**src/rtl/spi_frame_pkg.sv**
```systemverilog
// -----------------------------------------------------------------------------
// spi_frame_pkg
// Shared definitions for the SPI ASCII frame decoder and its future encoder
// counterpart: default framing characters, the 3-bit error class codes
// reported to the command/register layer, and the decoder state type.
// -----------------------------------------------------------------------------
package spi_frame_pkg;

    // Default framing characters: '#' opens a frame, '/' closes it.
    localparam logic [7:0] SOF_CHAR_DEF  = 8'h23;
    localparam logic [7:0] EOF_CHAR_DEF  = 8'h2F;
    localparam int         MAX_BYTES_DEF = 64;

    // Error class codes; ERR_NONE is only ever seen straight out of reset.
    localparam logic [2:0] ERR_NONE    = 3'd0;
    localparam logic [2:0] ERR_CHAR    = 3'd1;
    localparam logic [2:0] ERR_ODD     = 3'd2;
    localparam logic [2:0] ERR_LEN     = 3'd3;
    localparam logic [2:0] ERR_EMPTY   = 3'd4;
    localparam logic [2:0] ERR_ABORT   = 3'd5;
    localparam logic [2:0] ERR_RESTART = 3'd6;

    // IDLE: hunting for SOF; HI: expecting a high nibble or EOF;
    // LO: expecting the low nibble that completes a byte.
    typedef enum logic [1:0] {
        ST_IDLE = 2'd0,
        ST_HI   = 2'd1,
        ST_LO   = 2'd2
    } state_e;

endpackage

```
**src/rtl/ascii_hex_nibble.sv**
```systemverilog
// -----------------------------------------------------------------------------
// ascii_hex_nibble
// Purely combinational ASCII hex digit classifier. Accepts '0'-'9', 'A'-'F'
// and 'a'-'f'; every other character reports isHex_o = 0 and nibble_o = 0.
// Ports:
//   char_i   in  8  ASCII character
//   isHex_o  out 1  character is a hex digit
//   nibble_o out 4  binary value of the digit (0 when not hex)
// -----------------------------------------------------------------------------
module ascii_hex_nibble (
    input  logic [7:0] char_i,
    output logic       isHex_o,
    output logic [3:0] nibble_o
);

    // Letters A-F and a-f share the same low bits (1..6), so adding 9 to the
    // low nibble maps both cases onto 10..15.
    always_comb begin
        isHex_o  = 1'b0;
        nibble_o = 4'h0;
        if (char_i >= 8'h30 && char_i <= 8'h39) begin
            isHex_o  = 1'b1;
            nibble_o = char_i[3:0];
        end else if ((char_i >= 8'h41 && char_i <= 8'h46) ||
                     (char_i >= 8'h61 && char_i <= 8'h66)) begin
            isHex_o  = 1'b1;
            nibble_o = char_i[3:0] + 4'd9;
        end
    end

endmodule

```
**src/rtl/spi_ascii_frame_decoder.sv**
```systemverilog
// -----------------------------------------------------------------------------
// spi_ascii_frame_decoder
// Sits behind the SPI slave byte receiver and extracts ASCII frames of the
// form '#' <hex pairs> '/'. Each hex pair becomes one binary byte on a
// registered stream with SOF/EOF markers. A one-byte hold register delays
// every byte until the next one (or EOF) arrives so that EOF can be attached
// to the true last byte. Frame completion, length and error class are
// reported upward. There is no backpressure.
// Ports:
//   CLK_I        in  1  clock
//   RST_I        in  1  synchronous active-high reset
//   RX_BYTE_I    in  8  received SPI byte
//   RX_VALID_I   in  1  RX_BYTE_I valid pulse
//   CS_RISE_I    in  1  SPI chip-select deassert pulse (transaction end)
//   M_DATA_O     out 8  decoded byte
//   M_VALID_O    out 1  decoded byte valid pulse
//   M_SOF_O      out 1  first byte of frame (qualifies M_VALID_O)
//   M_EOF_O      out 1  last byte of frame (qualifies M_VALID_O)
//   FRAME_DONE_O out 1  good-frame pulse, coincides with the EOF beat
//   FRAME_LEN_O  out 8  decoded byte count of the last good frame
//   FRAME_ERR_O  out 1  dropped-frame pulse
//   ERR_CODE_O   out 3  class of the last dropped frame
//   BUSY_O       out 1  decoder is inside a frame
// -----------------------------------------------------------------------------
module spi_ascii_frame_decoder
    import spi_frame_pkg::*;
#(
    parameter int         MAX_BYTES = MAX_BYTES_DEF,
    parameter logic [7:0] SOF_CHAR  = SOF_CHAR_DEF,
    parameter logic [7:0] EOF_CHAR  = EOF_CHAR_DEF
) (
    input  logic       CLK_I,
    input  logic       RST_I,
    input  logic [7:0] RX_BYTE_I,
    input  logic       RX_VALID_I,
    input  logic       CS_RISE_I,
    output logic [7:0] M_DATA_O,
    output logic       M_VALID_O,
    output logic       M_SOF_O,
    output logic       M_EOF_O,
    output logic       FRAME_DONE_O,
    output logic [7:0] FRAME_LEN_O,
    output logic       FRAME_ERR_O,
    output logic [2:0] ERR_CODE_O,
    output logic       BUSY_O
);

    // Nine bits so that count+1 never wraps before the length check.
    localparam logic [8:0] MAX_LIMIT = 9'(MAX_BYTES);

    state_e     state_q, state_d;
    logic [3:0] nibHi_q, nibHi_d;
    logic [7:0] hold_q, hold_d;
    logic       holdValid_q, holdValid_d;
    logic       holdFirst_q, holdFirst_d;
    logic [7:0] count_q, count_d;

    logic [7:0] mData_q, mData_d;
    logic       mValid_q, mValid_d;
    logic       mSof_q, mSof_d;
    logic       mEof_q, mEof_d;
    logic       frameDone_q, frameDone_d;
    logic [7:0] frameLen_q, frameLen_d;
    logic       frameErr_q, frameErr_d;
    logic [2:0] errCode_q, errCode_d;

    logic       isHex;
    logic [3:0] nibble;
    logic       errHit;
    logic [2:0] errSel;
    logic [8:0] newCount;

    ascii_hex_nibble uHexNibble (
        .char_i   (RX_BYTE_I),
        .isHex_o  (isHex),
        .nibble_o (nibble)
    );

    // All state and output registers. Reset returns to IDLE with an empty
    // hold register and every output cleared, discarding any partial frame.
    always_ff @(posedge CLK_I) begin
        if (RST_I) begin
            state_q     <= ST_IDLE;
            nibHi_q     <= 4'h0;
            hold_q      <= 8'h00;
            holdValid_q <= 1'b0;
            holdFirst_q <= 1'b0;
            count_q     <= 8'h00;
            mData_q     <= 8'h00;
            mValid_q    <= 1'b0;
            mSof_q      <= 1'b0;
            mEof_q      <= 1'b0;
            frameDone_q <= 1'b0;
            frameLen_q  <= 8'h00;
            frameErr_q  <= 1'b0;
            errCode_q   <= ERR_NONE;
        end else begin
            state_q     <= state_d;
            nibHi_q     <= nibHi_d;
            hold_q      <= hold_d;
            holdValid_q <= holdValid_d;
            holdFirst_q <= holdFirst_d;
            count_q     <= count_d;
            mData_q     <= mData_d;
            mValid_q    <= mValid_d;
            mSof_q      <= mSof_d;
            mEof_q      <= mEof_d;
            frameDone_q <= frameDone_d;
            frameLen_q  <= frameLen_d;
            frameErr_q  <= frameErr_d;
            errCode_q   <= errCode_d;
        end
    end

    // Next-state and output decode. The byte is processed first; a CS rise
    // in the same cycle then aborts only if the byte left us inside a frame,
    // so '/' together with CS completes cleanly. An abort overrides any
    // other error raised by the same byte so only one ERR pulse is issued.
    always_comb begin
        state_d     = state_q;
        nibHi_d     = nibHi_q;
        hold_d      = hold_q;
        holdValid_d = holdValid_q;
        holdFirst_d = holdFirst_q;
        count_d     = count_q;
        mData_d     = mData_q;
        mValid_d    = 1'b0;
        mSof_d      = 1'b0;
        mEof_d      = 1'b0;
        frameDone_d = 1'b0;
        frameLen_d  = frameLen_q;
        frameErr_d  = 1'b0;
        errCode_d   = errCode_q;
        errHit      = 1'b0;
        errSel      = ERR_NONE;
        newCount    = {1'b0, count_q} + 9'd1;

        if (RX_VALID_I) begin
            case (state_q)
                ST_IDLE: begin
                    if (RX_BYTE_I == SOF_CHAR) begin
                        state_d     = ST_HI;
                        count_d     = 8'h00;
                        holdValid_d = 1'b0;
                    end
                end
                ST_HI: begin
                    if (isHex) begin
                        nibHi_d = nibble;
                        state_d = ST_LO;
                    end else if (RX_BYTE_I == EOF_CHAR) begin
                        if (count_q == 8'h00) begin
                            errHit = 1'b1;
                            errSel = ERR_EMPTY;
                        end else begin
                            mData_d     = hold_q;
                            mValid_d    = 1'b1;
                            mSof_d      = holdFirst_q;
                            mEof_d      = 1'b1;
                            frameDone_d = 1'b1;
                            frameLen_d  = count_q;
                        end
                        holdValid_d = 1'b0;
                        state_d     = ST_IDLE;
                    end else if (RX_BYTE_I == SOF_CHAR) begin
                        errHit      = 1'b1;
                        errSel      = ERR_RESTART;
                        count_d     = 8'h00;
                        holdValid_d = 1'b0;
                        state_d     = ST_HI;
                    end else begin
                        errHit      = 1'b1;
                        errSel      = ERR_CHAR;
                        holdValid_d = 1'b0;
                        state_d     = ST_IDLE;
                    end
                end
                ST_LO: begin
                    if (isHex) begin
                        if (newCount > MAX_LIMIT) begin
                            errHit      = 1'b1;
                            errSel      = ERR_LEN;
                            holdValid_d = 1'b0;
                            state_d     = ST_IDLE;
                        end else begin
                            // Release the previous byte; it cannot be last.
                            if (holdValid_q) begin
                                mData_d  = hold_q;
                                mValid_d = 1'b1;
                                mSof_d   = holdFirst_q;
                            end
                            hold_d      = {nibHi_q, nibble};
                            holdFirst_d = ~holdValid_q;
                            holdValid_d = 1'b1;
                            count_d     = newCount[7:0];
                            state_d     = ST_HI;
                        end
                    end else if (RX_BYTE_I == EOF_CHAR) begin
                        errHit      = 1'b1;
                        errSel      = ERR_ODD;
                        holdValid_d = 1'b0;
                        state_d     = ST_IDLE;
                    end else if (RX_BYTE_I == SOF_CHAR) begin
                        errHit      = 1'b1;
                        errSel      = ERR_RESTART;
                        count_d     = 8'h00;
                        holdValid_d = 1'b0;
                        state_d     = ST_HI;
                    end else begin
                        errHit      = 1'b1;
                        errSel      = ERR_CHAR;
                        holdValid_d = 1'b0;
                        state_d     = ST_IDLE;
                    end
                end
                default: begin
                    holdValid_d = 1'b0;
                    state_d     = ST_IDLE;
                end
            endcase
        end

        if (CS_RISE_I && (state_d != ST_IDLE)) begin
            errHit      = 1'b1;
            errSel      = ERR_ABORT;
            holdValid_d = 1'b0;
            state_d     = ST_IDLE;
        end

        if (errHit) begin
            frameErr_d = 1'b1;
            errCode_d  = errSel;
        end
    end

    assign M_DATA_O     = mData_q;
    assign M_VALID_O    = mValid_q;
    assign M_SOF_O      = mSof_q;
    assign M_EOF_O      = mEof_q;
    assign FRAME_DONE_O = frameDone_q;
    assign FRAME_LEN_O  = frameLen_q;
    assign FRAME_ERR_O  = frameErr_q;
    assign ERR_CODE_O   = errCode_q;
    assign BUSY_O       = (state_q != ST_IDLE);

endmodule

```
**config.mk**
```make
export PLATFORM = sky130hd
export DESIGN_NAME = spi_ascii_frame_decoder
export DESIGN_NICKNAME = d
export VERILOG_FILES = /design/src/rtl/spi_frame_pkg.sv /design/src/rtl/ascii_hex_nibble.sv /design/src/rtl/spi_ascii_frame_decoder.sv
export SDC_FILE = /design/constraint.sdc
export NUM_CORES = 1
export LEC_CHECK = 0
export ABC_AREA = 1
export CAP_MARGIN = 0
export CORE_MARGIN = 2
export CORE_UTILIZATION = 40
export DETAILED_ROUTE_END_ITERATION = 8
export SLEW_MARGIN = 20
export SYNTH_ARGS = -nofsm -noshare
export SYNTH_HDL_FRONTEND = slang
export SYNTH_HIERARCHICAL = 1
export SYNTH_SLANG_ARGS = --single-unit
```
**constraint.sdc**
```tcl
create_clock -name CLK_I -period 2.1 [get_ports CLK_I]
set_input_delay 0.42 -clock CLK_I [delete_from_list [all_inputs] [get_ports CLK_I]]
set_output_delay 0.42 -clock CLK_I [all_outputs]
set_load 0.03 [all_outputs]
```
# Word level (Yosys, flattened, before mapping)
# Cells that the tools add are included.
[totals] output_inout_bits=25 elab_cells=123 in_bits=12 reg_bits=47
[op_classes] n_bitwise=6 n_mux=63 n_lt_le_gt_ge=7 n_reduce_logical=20 eq_ne=12 addsub=2
[op_table] op="2-to-1 mux 8 bit" n=11
[op_table] op="2-to-1 mux 1 bit" n=29
[op_table] op="2-to-1 mux 3 bit" n=8
[op_table] op="case mux 8 bit (3 select lines)" n=1
[op_table] op="equality test 8 x 6 -> 1 bit, second input constant" n=2
[op_table] op="greater-or-equal comparator 8 x 7 -> 1 bit, second input constant" n=2
[op_table] op="<= comparator 8 x 7 -> 1 bit, second input constant" n=2
[op_table] op="case mux 8 bit (2 select lines)" n=1
[op_table] op="!= test 2 bit, second input constant" n=7
[op_table] op="2-to-1 mux 2 bit" n=5
[op_table] op="adder 8 x 1 -> 9 bit, second input constant" n=1
[op_table] op="greater-than comparator 9 x 7 -> 1 bit, second input constant" n=1
[op_table] op="greater-or-equal comparator 8 x 6 -> 1 bit, second input constant" n=1
[op_table] op="<= comparator 8 x 6 -> 1 bit, second input constant" n=1
[op_table] op="logical NOT 8 bit" n=1
[op_table] op="2-to-1 mux 4 bit" n=2
[op_table] op="AND reduction 4 bit" n=2
[op_table] op="AND reduction 8 bit" n=1
[op_table] op="inverter 1 bit" n=6
[op_table] op="case mux 1 bit (2 select lines)" n=3
[op_table] op="case mux 2 bit (3 select lines)" n=1
[op_table] op="case mux 3 bit (2 select lines)" n=1
[op_table] op="AND reduction 3 bit" n=2
[op_table] op="nonzero test 2 bit" n=3
[op_table] op="12 further kinds" n=16

# Logic depth before layout (Yosys ltp)
# Gate-level depths: netlist (run 1).
[depth] depth_word=12 ltp_mapped=17 ltp_nobuf=17

# Cells and area by module
# The synthesis (run 1) kept the hierarchy.
[modules_own_cells] module="spi_ascii_frame_decoder" area_each_um2=2302.2 cells_per_inst=318 instances=1 seq_area_each_um2=940.9
[modules_own_cells] module="ascii_hex_nibble" area_each_um2=175.2 cells_per_inst=33 instances=1 seq_area_each_um2=0.0

# Worst setup path before layout (run 1)
# No wires, ideal clock.
[synth_timing] kind="in2reg" from="input RX_BYTE_I[0]" to="register mData_q[0] (netlist: M_DATA_O[0])" t_required_ns=2.036 setup_slack_ns=-0.045 arrival_time_ns=2.081 path_stages=14 path_buffers=0 setup_ns=0.064 cell_sequence="inv_1 ha_1 nor2_1 o21ai_1 nand2_1 nand2_1 nand2_1 inv_1 nand2_1 a211oi_1 nand2_2 inv_2 nor2_1 nor2_1"
[synth_between] elab_chain_len=7 elab_cells_between_ends=17 cone_classes="order compare: 6; eq/ne: 4; mux: 2; reduce/logical: 5"
[synth_rtl] element="start, declared" line="spi_ascii_frame_decoder.sv:34" source="input logic [7:0] RX_BYTE_I,"
[synth_rtl] element="greater-or-equal comparator 8 x 7 -> 1 bit (tied with other cells)" line="ascii_hex_nibble.sv:24" source="end else if ((char_i >= 8'h41 && char_i <= 8'h46) ||"
[synth_rtl] element="logical AND 1 bit, on equally long branches" line="ascii_hex_nibble.sv:24, ascii_hex_nibble.sv:25"
[synth_rtl] element="logical OR 1 bit" line="ascii_hex_nibble.sv:24"
[synth_rtl] element="2-to-1 mux 1 bit" line="ascii_hex_nibble.sv:24"
[synth_rtl] element="2-to-1 mux 1 bit (*)" line="ascii_hex_nibble.sv:21" source="if (char_i >= 8'h30 && char_i <= 8'h39) begin"
[synth_rtl] element="named net isHex" line="spi_ascii_frame_decoder.sv:67" source="logic isHex;"
[synth_rtl] element="!= test 2 bit (no source line)"
[synth_rtl] element="AND reduction 8 bit (no source line) (*)"
[synth_rtl] element="end signal, assigned" line="spi_ascii_frame_decoder.sv:104" source="mData_q <= mData_d;"
[synth_rtl] element="end, declared" line="spi_ascii_frame_decoder.sv:58" source="logic [7:0] mData_q, mData_d;"
# The timed path passes the listed nets; every way through them passes the cells marked *.
# A chain may end at the register's enable or synchronous reset.

# Final worst setup path (run 1)
[layout_timing] from="register count_q[0]" to="register count_q[7]"
[layout_between] elab_chain_len=4 elab_cells_between_ends=7 cone_classes="add/sub: 1; order compare: 1; eq/ne: 1; mux: 3; reduce/logical: 1"
[layout_rtl] element="start, declared" line="spi_ascii_frame_decoder.sv:56" source="logic [7:0] count_q, count_d;"
[layout_rtl] element="start signal, assigned" line="spi_ascii_frame_decoder.sv:103" source="count_q <= count_d;"
[layout_rtl] element="adder 8 x 1 -> 9 bit (*)" line="spi_ascii_frame_decoder.sv:136" source="newCount = {1'b0, count_q} + 9'd1;"
[layout_rtl] element="greater-than comparator 9 x 7 -> 1 bit / 2-to-1 mux 8 bit (equally long branches)" line="spi_ascii_frame_decoder.sv:180" source="if (newCount > MAX_LIMIT) begin"
[layout_rtl] element="!= test 3 bit (no source line) / 2-to-1 mux 8 bit (equally long branches)"
[layout_rtl] element="AND reduction 4 bit (no source line) / case mux 8 bit (3 select lines) (equally long branches)"
# Mark *: on every way between the ends. The rest lies on a longest branch, timed or not. The select of a mux whose other input is x is not followed.

==> impl_metrics.yaml, run 1 <==
floorplanning:
  coreArea_um2: 5960
  die-width_um: 82.7
  start_util_pct: 41.6
  die_h_um: 82.7
  rows: 28
  ios: 37
  die_area_um2: 6840
grt:
  grt_max_degree: 18
  track_usage_pct: 19.2
  first_global_vias: 2202
  antenna_found_initial: 0
  overflow: 0
  grt_pass1_wl_um: 10000
worst_setup_path:
  cp.arrival_ns: 2.24
  worstPathMaxFanout: 8
  start_kind: "flip-flop"
  critPathMaxStageDelay_ns: 0.36
  startpoint: "count_q[0]"
  crit_buf_inv: 2
  worstPathCellList: "ha_4, nand2_2, nor2_2, nand2_2, xor2_2, nand2_2, nand2_4, nand2_4, o21ai_4, inv_4, buf_4, a211oi_2"
  cp_slowest_cell: "dfxtp_2"
  crit_family: "simple AND/OR/NAND/NOR gates"
  crit_top_cell: "nand2_2"
  required_ns: 2.33
  r2r_start: "count_q[0]"
  endpoint_kind: "flip-flop"
  worst-setup-path-type: "reg2reg"
finish:
  drive_above_1_share_pct: 26.6
  area_delta_synth_final_pct: 42.9
  post-route-cell-area_um2: 3540
  fillers: 576
  nets: 455
  diodes: 0
  final_cells: 508
sta:
  finalHoldViolCount: 0
  worst_pin_slew_ns: 0.344
  setup_viol_count_final: 0
  finalCritPeriodShare_pct: 95.9
  fin_skew_ns: 0.00433
  slew_headroom_pct: 77.1
  fmax_mhz: 496
  period_needed_ns: 2.01
  slew_violations: 0
  tns_ns: 0
  rsz0062_at_grt: "yes"
placement:
  gpl.final_weighted_congestion: 0.919
  postPlaceCellArea_um2: 3220
  dpl.hpwl_um: 4680
  port_buffers: 36
  dp.cells: 496
drt:
  wl_um: 6170
  vias: 2489
  drc: 0
  via_per_inst: 4.90
  antenna_left: 0
  dr.pass1.iters: 5
  wl_per_cell_um: 12.1
  drtIter0Drc: 146
clock_tree:
  cts_tree: "done"
  insertion_delay_ns: 0.30
  clk_pin_slew_worst_paths_ns: 0.09
  hold_buffers: 0
  cts.sinks: 47
  ctsRootBufferMaster: "clkbuf_8"
  htreeDepth: 2
  cts_made_buffers: 5
  cts.path.max_buffers: 2
synth:
  ys_seq_area_share_pct: 38.0
  synth.cell_area_um2: 2480
  synthCells: 351
  synth_area_leaders: "dfxtp_1, nand2_1, nor2_1"
  async_flop_share_pct: 0
  ys_ff_latch: 47
  synthDistinctLibCells: 35
  synth_warnings: 6
  synth_top_cell_by_area: "dfxtp_1"
  synth_top_flop_cell: "dfxtp_1"
  synth-edff-count: 0
  synth_nets: 374
  avgSynthCellArea_um2: 7.06
  synth_top_area_share_pct: 38.0
power_and_ir_drop:
  p_leak_nw: 1.56
  vdd_drop_max_uv: 350
  power_density_nw_per_um2: 519
  power_mw: 1.84
outcome:
  outcome: "finished, final reports clean"
flow_run:
  drv_cap: 0
min_path:
  hp-class: "reg2reg"
  hold_path_startpoint: "hold_q[3]"
-- metal layers --
| metal | GRT usage [%] | part of all wire (%) |
|---|---|---|
| met1 | 27.0 | 50 |
| met2 | 30.1 | 45 |
| met3 | 2.72 | 4.3 |
| met4 | 6.39 | 0.53 |
| met5 | 0 | 0 |
-- registers in the layout (all words and copies together) (netlist names), 2 cells and up --
register and flops:
hold_q 8, FRAME_LEN_O 8, ERR_CODE_O 3, nibHi_q 4, count_q 8, state_q 2
M_DATA_O 8
-- path summary, 6_finish.rpt --
path | to | slack, ns | depth (start not counted)
min | hold_q[3] | 0.47 | 2
max | count_q[7] | 0.09 | 12
max reg2reg | count_q[7] | 0.09 | 12
min reg2reg | hold_q[3] | 0.47 | 2
-- area by class of cell --
cell class / instances / area, um^2 / area share, %
well taps: 75 / 93.8 / 2.65
clock buffers: 6 / 72.6 / 2.05
flip-flops and latches: 47 / 945 / 26.7
repair buffers: 81 / 711 / 20.1
multi-input cells: 257 / 1500 / 42.3
inverters: 40 / 160 / 4.52
clock inverters: 2 / 60.1 / 1.70
-- cells in the final DEF (no fill, tap or decap), drive strengths merged --
master / netlist / layout
or2: 1 / 1
clkdlybuf4s50: 0 / 27
and2: 1 / 1
a22oi: 1 / 1
o21ai: 36 / 36
o22ai: 1 / 1
nor3: 5 / 5
nor2: 55 / 55
bufinv: 0 / 2
ha: 11 / 11
nand3b: 1 / 1
and3: 1 / 1
clkbuf: 5 / 8
buf: 3 / 45
xor2: 3 / 3
a21oi: 32 / 32
a31oi: 1 / 1
a211oi: 3 / 3
dlygate4sd2: 0 / 7
inv: 40 / 40
nand3: 31 / 31
dfxtp: 47 / 47
o21bai: 1 / 1
nand4: 4 / 4
nand2: 68 / 69
-- logic make-up (layout without fill, tap and decap cells) --
logic type	Yosys count	in the layout	synth area share (%)
simple gates	167	168	30.8
compound gates	75	75	16.8
fa+ha+maj	11	11	5.56
buf+inv	48	129	7.83
xor+xnor	3	3	1.06
flops	47	47	38.0
-- power by group --
part	internal, mW	switching, mW	total (mW)
Clock	0.476	0.312	0.788
Combinational	0.0640	0.0844	0.148
Sequential	0.894	0.00573	0.900
-- stage by stage --
stage / utilization (%) / hold slack (ns) / setup WS (ns)
after floorplan: - / 0.435 / 0.0204
after global placement: 54.1 / 0.445 / -0.570
after detailed placement: 54.1 / 0.451 / -0.667
after CTS: 57.0 / 0.464 / 0.0268
after global routing: 59.5 / 0.491 / -0.0648
final: 59.5 / 0.466 / 0.0851
-- Yosys cell counts (3+ instances only) --
cell type  count
nor2_2         3
nand2_2        9
inv_2          4
dfxtp_1       47
inv_1         34
o21ai_0       32
clkbuf_1       5
nand3_1       28
nor2_1        51
nor3_1         3
ha_1          11
xor2_1         3
nand2_1       59
nand4_1        4
a21oi_1       32
-- worst reg2reg max path, delay by kind of cell, from the launching register on --
family	cells	cell delay, ns
AND/OR/NAND/NOR	6	0.55
buffers and inverters	2	0.23
adder cells (fa/ha/maj)	1	0.14
AO/OA/AOI/OAI	2	0.43
XOR/XNOR	1	0.22
flip-flops	1	0.36
-- timing repair --
action                     4_1_cts  5_1_grt
resized for setup               26       42
pin swaps                       13       22
setup endpoints to repair       43       40
hold endpoints to repair         0        0
gates cloned                     1        0
setup buffers                    1        2
(Power assumes the default switching activity.)
==> run 2: changes to the inputs <==
Settings changed: CAP_MARGIN 0 to default, CORE_UTILIZATION 40 to 49, PLACE_DENSITY from default to 0.76, SLEW_MARGIN 20 to 30.
==> run 2 against run 1 <==
Clock skew is 0.0020 ns lower. Non-clock buffer count is 8 higher. Clock-buffer cell count is 1 lower. Sequential power hardly changed. Global-route usage is 5.9 points higher. First-iteration DRC count is 4.1% higher. Utilization is 16 points higher. Final area is 2.6% higher. Worst setup slack worse by 0.025 ns. Register-to-register slack worse by 0.03 ns. Sequential cell count stayed put. Critical endpoint unchanged.
==> impl_metrics.yaml, run 2 (synthesis results as in run 1) <==
outcome:
  outcome: "finished, final reports clean"
sta:
  fmax_mhz: 490
  finalHoldViolCount: 0
  setup_viol_count_final: 0
  tns_ns: 0
  worst_pin_slew_ns: 0.357
  slew_headroom_pct: 76.1
  fin_skew_ns: 0.00232
  slew_violations: 0
  rsz0062_at_grt: "yes"
  timing.final.ws_setup_ns: 0.0598
  finalCritPeriodShare_pct: 97.2
  period_needed_ns: 2.04
drt:
  wl_um: 6870
  dr.pass1.iters: 5
  vias: 2651
  wl_per_cell_um: 13.5
  drtIter0Drc: 152
  drc: 0
  antenna_left: 0
  via_per_inst: 5.22
worst_setup_path:
  worst-setup-path-type: "reg2reg"
  cp.arrival_ns: 2.26
  r2r_start: "count_q[1]"
  reg2reg_to: "count_q[7]"
  crit_buf_inv: 2
  required_ns: 2.32
  crit_family: "simple AND/OR/NAND/NOR gates"
  worstPathMaxFanout: 8
  startpoint: "count_q[1]"
  cp_slowest_cell: "dfxtp_2"
  worstPathCellList: "ha_4, nand2_2, nor2_4, nand2_4, xor2_2, nand2_2, nand2_2, nand2_2, o21ai_4, inv_4, buf_4, a211oi_2"
  rrSetupSlack_ns: 0.06
  crit_top_cell: "nand2_2"
  reg2regPathDepth: 12
  endpoint_kind: "flip-flop"
  start_kind: "flip-flop"
  critPathMaxStageDelay_ns: 0.36
floorplanning:
  rows: 25
  start_util_pct: 51.8
  die_area_um2: 5640
  ios: 37
  die_h_um: 75.1
  die-width_um: 75.1
  coreArea_um2: 4790
power_and_ir_drop:
  vdd_drop_max_uv: 340
  power_mw: 1.75
  power_density_nw_per_um2: 482
  p_leak_nw: 1.62
clock_tree:
  ctsRootBufferMaster: "clkbuf_8"
  insertion_delay_ns: 0.30
  clk_pin_slew_worst_paths_ns: 0.09
  htreeDepth: 2
  cts.sinks: 47
  cts_made_buffers: 5
  cts.path.max_buffers: 2
  cts_tree: "done"
grt:
  track_usage_pct: 25.1
  antenna_found_initial: 0
  grt_pass1_wl_um: 11000
  first_global_vias: 2514
  grt_max_degree: 28
  overflow: 0
finish:
  final_cell_mix: "buf_4, dfxtp_1, nand2_1"
  area_delta_synth_final_pct: 46.6
  nets: 463
  post-route-cell-area_um2: 3630
  drive_above_1_share_pct: 31.1
  final_common_cell: "buf_4"
  diodes: 0
min_path:
  min_path_cells: 2
  hold_path_startpoint: "hold_q[7]"
  whs_endpoint: "hold_q[7]"
  hp-class: "reg2reg"
placement:
  dp_slack_ns: -0.734
  postPlaceCellArea_um2: 3220
  gpl.final_weighted_congestion: 0.979
  dpl.hpwl_um: 4650
  port_buffers: 36
flow_run:
  drv_cap: 0
==> run 2: cell types whose count changed in the layout (fill, tap and decap cells not counted), moves of 3 or more <==
cell / change
dlymetal6s2s_1: +3
buf_4: +11
nor2_4: +4
nor2_1: -3
buf_6: -3
dlygate4sd2_1: -4
nand2_1: -7
nand2_2: +9
==> run 2: layer usage <==
metal | GRT usage, % | vias to the layer above | share of wire (%)
li1 | - | 1324 | -
met4 | 8.93 | 0 | 2.3
met2 | 44.3 | 99 | 49
met1 | 30.7 | 1212 | 43
met5 | 0 | - | 0
met3 | 4.15 | 16 | 5.1
==> run 2: worst max path at each step <==
stage | cells past startpoint | to | slack (ns)
after floorplan | 15 | ERR_CODE_O[1] | 0.02
after detailed placement | 15 | M_DATA_O[3] | -0.73
after global routing | 17 | ERR_CODE_O[2] | -0.07
after CTS | 14 | M_DATA_O[1] | 0.01
after global placement | 17 | ERR_CODE_O[1] | -0.61
final | 12 | count_q[7] | 0.06
==> run 2: metrics by stage <==
stage | hold WS, ns | cells | utilization [%]
after floorplan | 0.435 | 351 | -
after global placement | 0.449 | 489 | 67.3
after detailed placement | 0.456 | 489 | 67.3
after CTS | 0.472 | 503 | 71.7
after global routing | 0.490 | 508 | 75.9
final | 0.472 | 508 | 75.9
==> run 2: report_power, final <==
group / switching, mW / internal (mW) / leakage (nW)
Combinational: 0.0960 / 0.0725 / 1.18
Clock: 0.321 / 0.359 / 0.0548
Sequential: 0.00597 / 0.895 / 0.380
Total: 0.423 / 1.33 / 1.62
==> run 2: repair_timing <==
item	4_1_cts	5_1_grt
endpoints found under the setup margin	43	42
hold buffers	0	0
gates resized for setup	33	50
gates cloned	1	0
setup buffers	5	5
pin swaps	10	27
==> run 2: final cells by class <==
cell class / count / area [um^2]
clock buffer: 5 / 68.8
clock inverter: 3 / 46.3
fill: 364 / 1150
inverter: 40 / 160
multi-input combinational: 257 / 1560
sequential: 47 / 945
tap: 67 / 83.8
timing repair buffer: 89 / 772
==> run 2: worst min-delay path, stage by stage (launching register included) <==
cell	delay, ns
dfxtp_1	0.32
nand2_1	0.06
a21oi_1	0.05
==> run 3: changes to the inputs <==
--- a/config.mk
+++ b/config.mk
@@ -11,4 +11,5 @@
 export DETAILED_ROUTE_END_ITERATION = 8
 export PLACE_DENSITY = 0.76
+export REMOVE_ABC_BUFFERS = 1
 export SLEW_MARGIN = 30
 export SYNTH_ARGS = -nofsm -noshare
@@ -16,2 +17,3 @@
 export SYNTH_HIERARCHICAL = 1
 export SYNTH_SLANG_ARGS = --single-unit
+export TNS_END_PERCENT = 30
==> constraint.sdc (replaced) <==
create_clock -name CLK_I -period 2.1 [get_ports CLK_I]
set_input_delay 0.42 -clock CLK_I [delete_from_list [all_inputs] [get_ports CLK_I]]
set_output_delay 0.42 -clock CLK_I [all_outputs]
set_load 0.1 [all_outputs]
==> run 3 against run 2 <==
Fmax is 2.2% higher. Via count is 5.2% lower. Critical endpoint is now ERR_CODE_O[2]. Sequential cell count stayed put. Sequential share of layout area is 1.4 points higher. Largest cell class unchanged. Highest routed layer unchanged. First-iteration DRC count is 32% higher. Non-clock buffer count is 9 lower.
==> impl_metrics.yaml, run 3 (synthesis results as in run 1) <==
drt:
  antenna_left: 0
  drtIter0Drc: 200
  vias: 2513
  wl_um: 6330
  highest_layer: "met4"
  drt-met1-wl_um: 2710
  dr_wl_met3_um: 299
  via_per_inst: 5.04
  met2_length_um: 3230
  wl_per_cell_um: 12.7
  drc: 0
  dr.pass1.iters: 4
grt:
  overflow: 0
  grt_pass1_wl_um: 10100
  first_global_vias: 2332
  grt_max_degree: 28
  track_usage_pct: 23.3
  antenna_found_initial: 0
min_path:
  min_path_cells: 2
  hp-class: "reg2reg"
finish:
  final_cell_mix: "buf_4, nand2_1, dfxtp_1, nor2_1, a21oi_1"
  nets: 454
  final_common_cell: "buf_4"
  drive_above_1_share_pct: 33.1
  fin_util_pct: 72.0
  diodes: 0
  fillers: 398
  area_delta_synth_final_pct: 39.1
worst_setup_path:
  endpoint: "ERR_CODE_O[2]"
  startpoint: "count_q[0]"
  worst-setup-path-type: "reg2reg"
  critPathMaxStageDelay_ns: 0.34
  rrSetupSlack_ns: 0.10
  start_kind: "flip-flop"
  endpoint_kind: "flip-flop"
  cp_slowest_cell: "dfxtp_2"
  reg2regPathDepth: 18
  r2r_start: "count_q[0]"
  reg2reg_to: "ERR_CODE_O[2]"
  required_ns: 2.35
  crit_top_cell: "nand2_1"
  worstPathMaxFanout: 5
  worstPathCellList: "ha_4, buf_4, inv_2, nand2_1, nand2_1, nand2_1, nor2_2, nand3_1, nand2_2, nand2_2, buf_6, o21ai_2, nand2_1, nand2_2, inv_2, nand3_2, nand2_1, nor2_1"
  cp.arrival_ns: 2.24
clock_tree:
  cts_tree: "done"
  insertion_delay_ns: 0.31
  ctsRootBufferMaster: "clkbuf_8"
  cts.path.max_buffers: 2
  hold_buffers: 0
  cts_made_buffers: 5
  cts.sinks: 47
  clk_pin_slew_worst_paths_ns: 0.10
  htreeDepth: 2
power_and_ir_drop:
  p_leak_nw: 1.57
  vdd_drop_max_uv: 242
  power_density_nw_per_um2: 476
  power_mw: 1.64
flow_run:
  drv_cap: 0
sta:
  fin_skew_ns: 0.00709
  period_needed_ns: 2.00
  fmax_mhz: 501
  slew_violations: 0
  slew_headroom_pct: 81.6
  setup_viol_count_final: 0
  worst_pin_slew_ns: 0.276
  rsz0062_at_grt: "yes"
  finalHoldViolCount: 0
  finalCritPeriodShare_pct: 95.1
placement:
  port_buffers: 36
  dpl.hpwl_um: 4640
  gpl.final_weighted_congestion: 0.965
floorplanning:
  ios: 37
  start_util_pct: 51.8
  die_h_um: 75.1
  die-width_um: 75.1
  die_area_um2: 5640
  coreArea_um2: 4790
  rows: 25
outcome:
  outcome: "finished, final reports clean"
-- run 3: changes by cell type in the layout (fill, tap and decap cells not counted), moves of 2 or more --
cell / delta
buf_12: +2
nor2_4: -2
ha_4: -2
nor2_1: +2
nand2_2: -4
clkdlybuf4s50_1: -24
nand2_1: +6
ha_2: +2
buf_4: +15
nand2_4: -2
-- run 3: worst min path at each step --
| stage | from | end | slack [ns] |
|---|---|---|---|
| floorplan | hold_q[0] | hold_q[0] | 0.43 |
| global placement | hold_q[0] | hold_q[0] | 0.45 |
| detailed placement | hold_q[3] | hold_q[3] | 0.46 |
| CTS | hold_q[3] | hold_q[3] | 0.47 |
| global route | hold_q[2] | hold_q[2] | 0.50 |
| finish | hold_q[3] | hold_q[3] | 0.47 |
-- run 3: critical path: cells and delay by family, from the launching register on --
| kind | cells | cell delay, ns |
|---|---|---|
| flops | 1 | 0.34 |
| simple gates | 12 | 0.96 |
| fa+ha+maj | 1 | 0.15 |
| compound gates | 1 | 0.14 |
| buf+inv | 4 | 0.34 |
-- run 3: layer usage --
| layer | vias to the layer above | global-route usage (%) |
|---|---|---|
| met2 | 58 | 42.5 |
| li1 | 1305 | - |
| met1 | 1139 | 27.8 |
| met5 | - | 0 |
| met3 | 11 | 3.48 |
| met4 | 0 | 7.94 |
-- run 3: metrics by stage --
step	setup TNS (ns)	setup slack (ns)	instance area [um^2]	hold slack (ns)	cells
3_5_place_dp	-26.70	-0.716	3150	0.455	485
3_3_place_gp	-22.53	-0.587	3150	0.448	485
4_1_cts	0	0.000509	3320	0.469	496
6_report	0	0.104	3450	0.468	499
2_1_floorplan	-0.793	-0.0700	2440	0.432	343
5_1_grt	-0.115	-0.0213	3450	0.496	499
-- run 3: layout make-up --
class,count,area (um^2),share of cell area (%)
Clock inverter,3,27.5,0.799
Inverter,40,158,4.58
Timing Repair Buffer,80,667,19.4
Sequential cell,47,945,27.4
Tap cell,67,83.8,2.43
Clock buffer,5,68.8,2.00
Multi-Input combinational cell,257,1500,43.4
-- run 3: what timing repair did --
item,4_1_cts,5_1_grt
setup endpoints to repair,43,42
cloned,1,0
resized for setup,28,38
setup buffers,2,3
pin swaps,12,22
-- run 3: where the power goes --
part,switching (mW),internal [mW],leakage (nW)
logic,0.0897,0.0650,1.14
registers,0.00622,0.895,0.381
clock network,0.338,0.247,0.0467
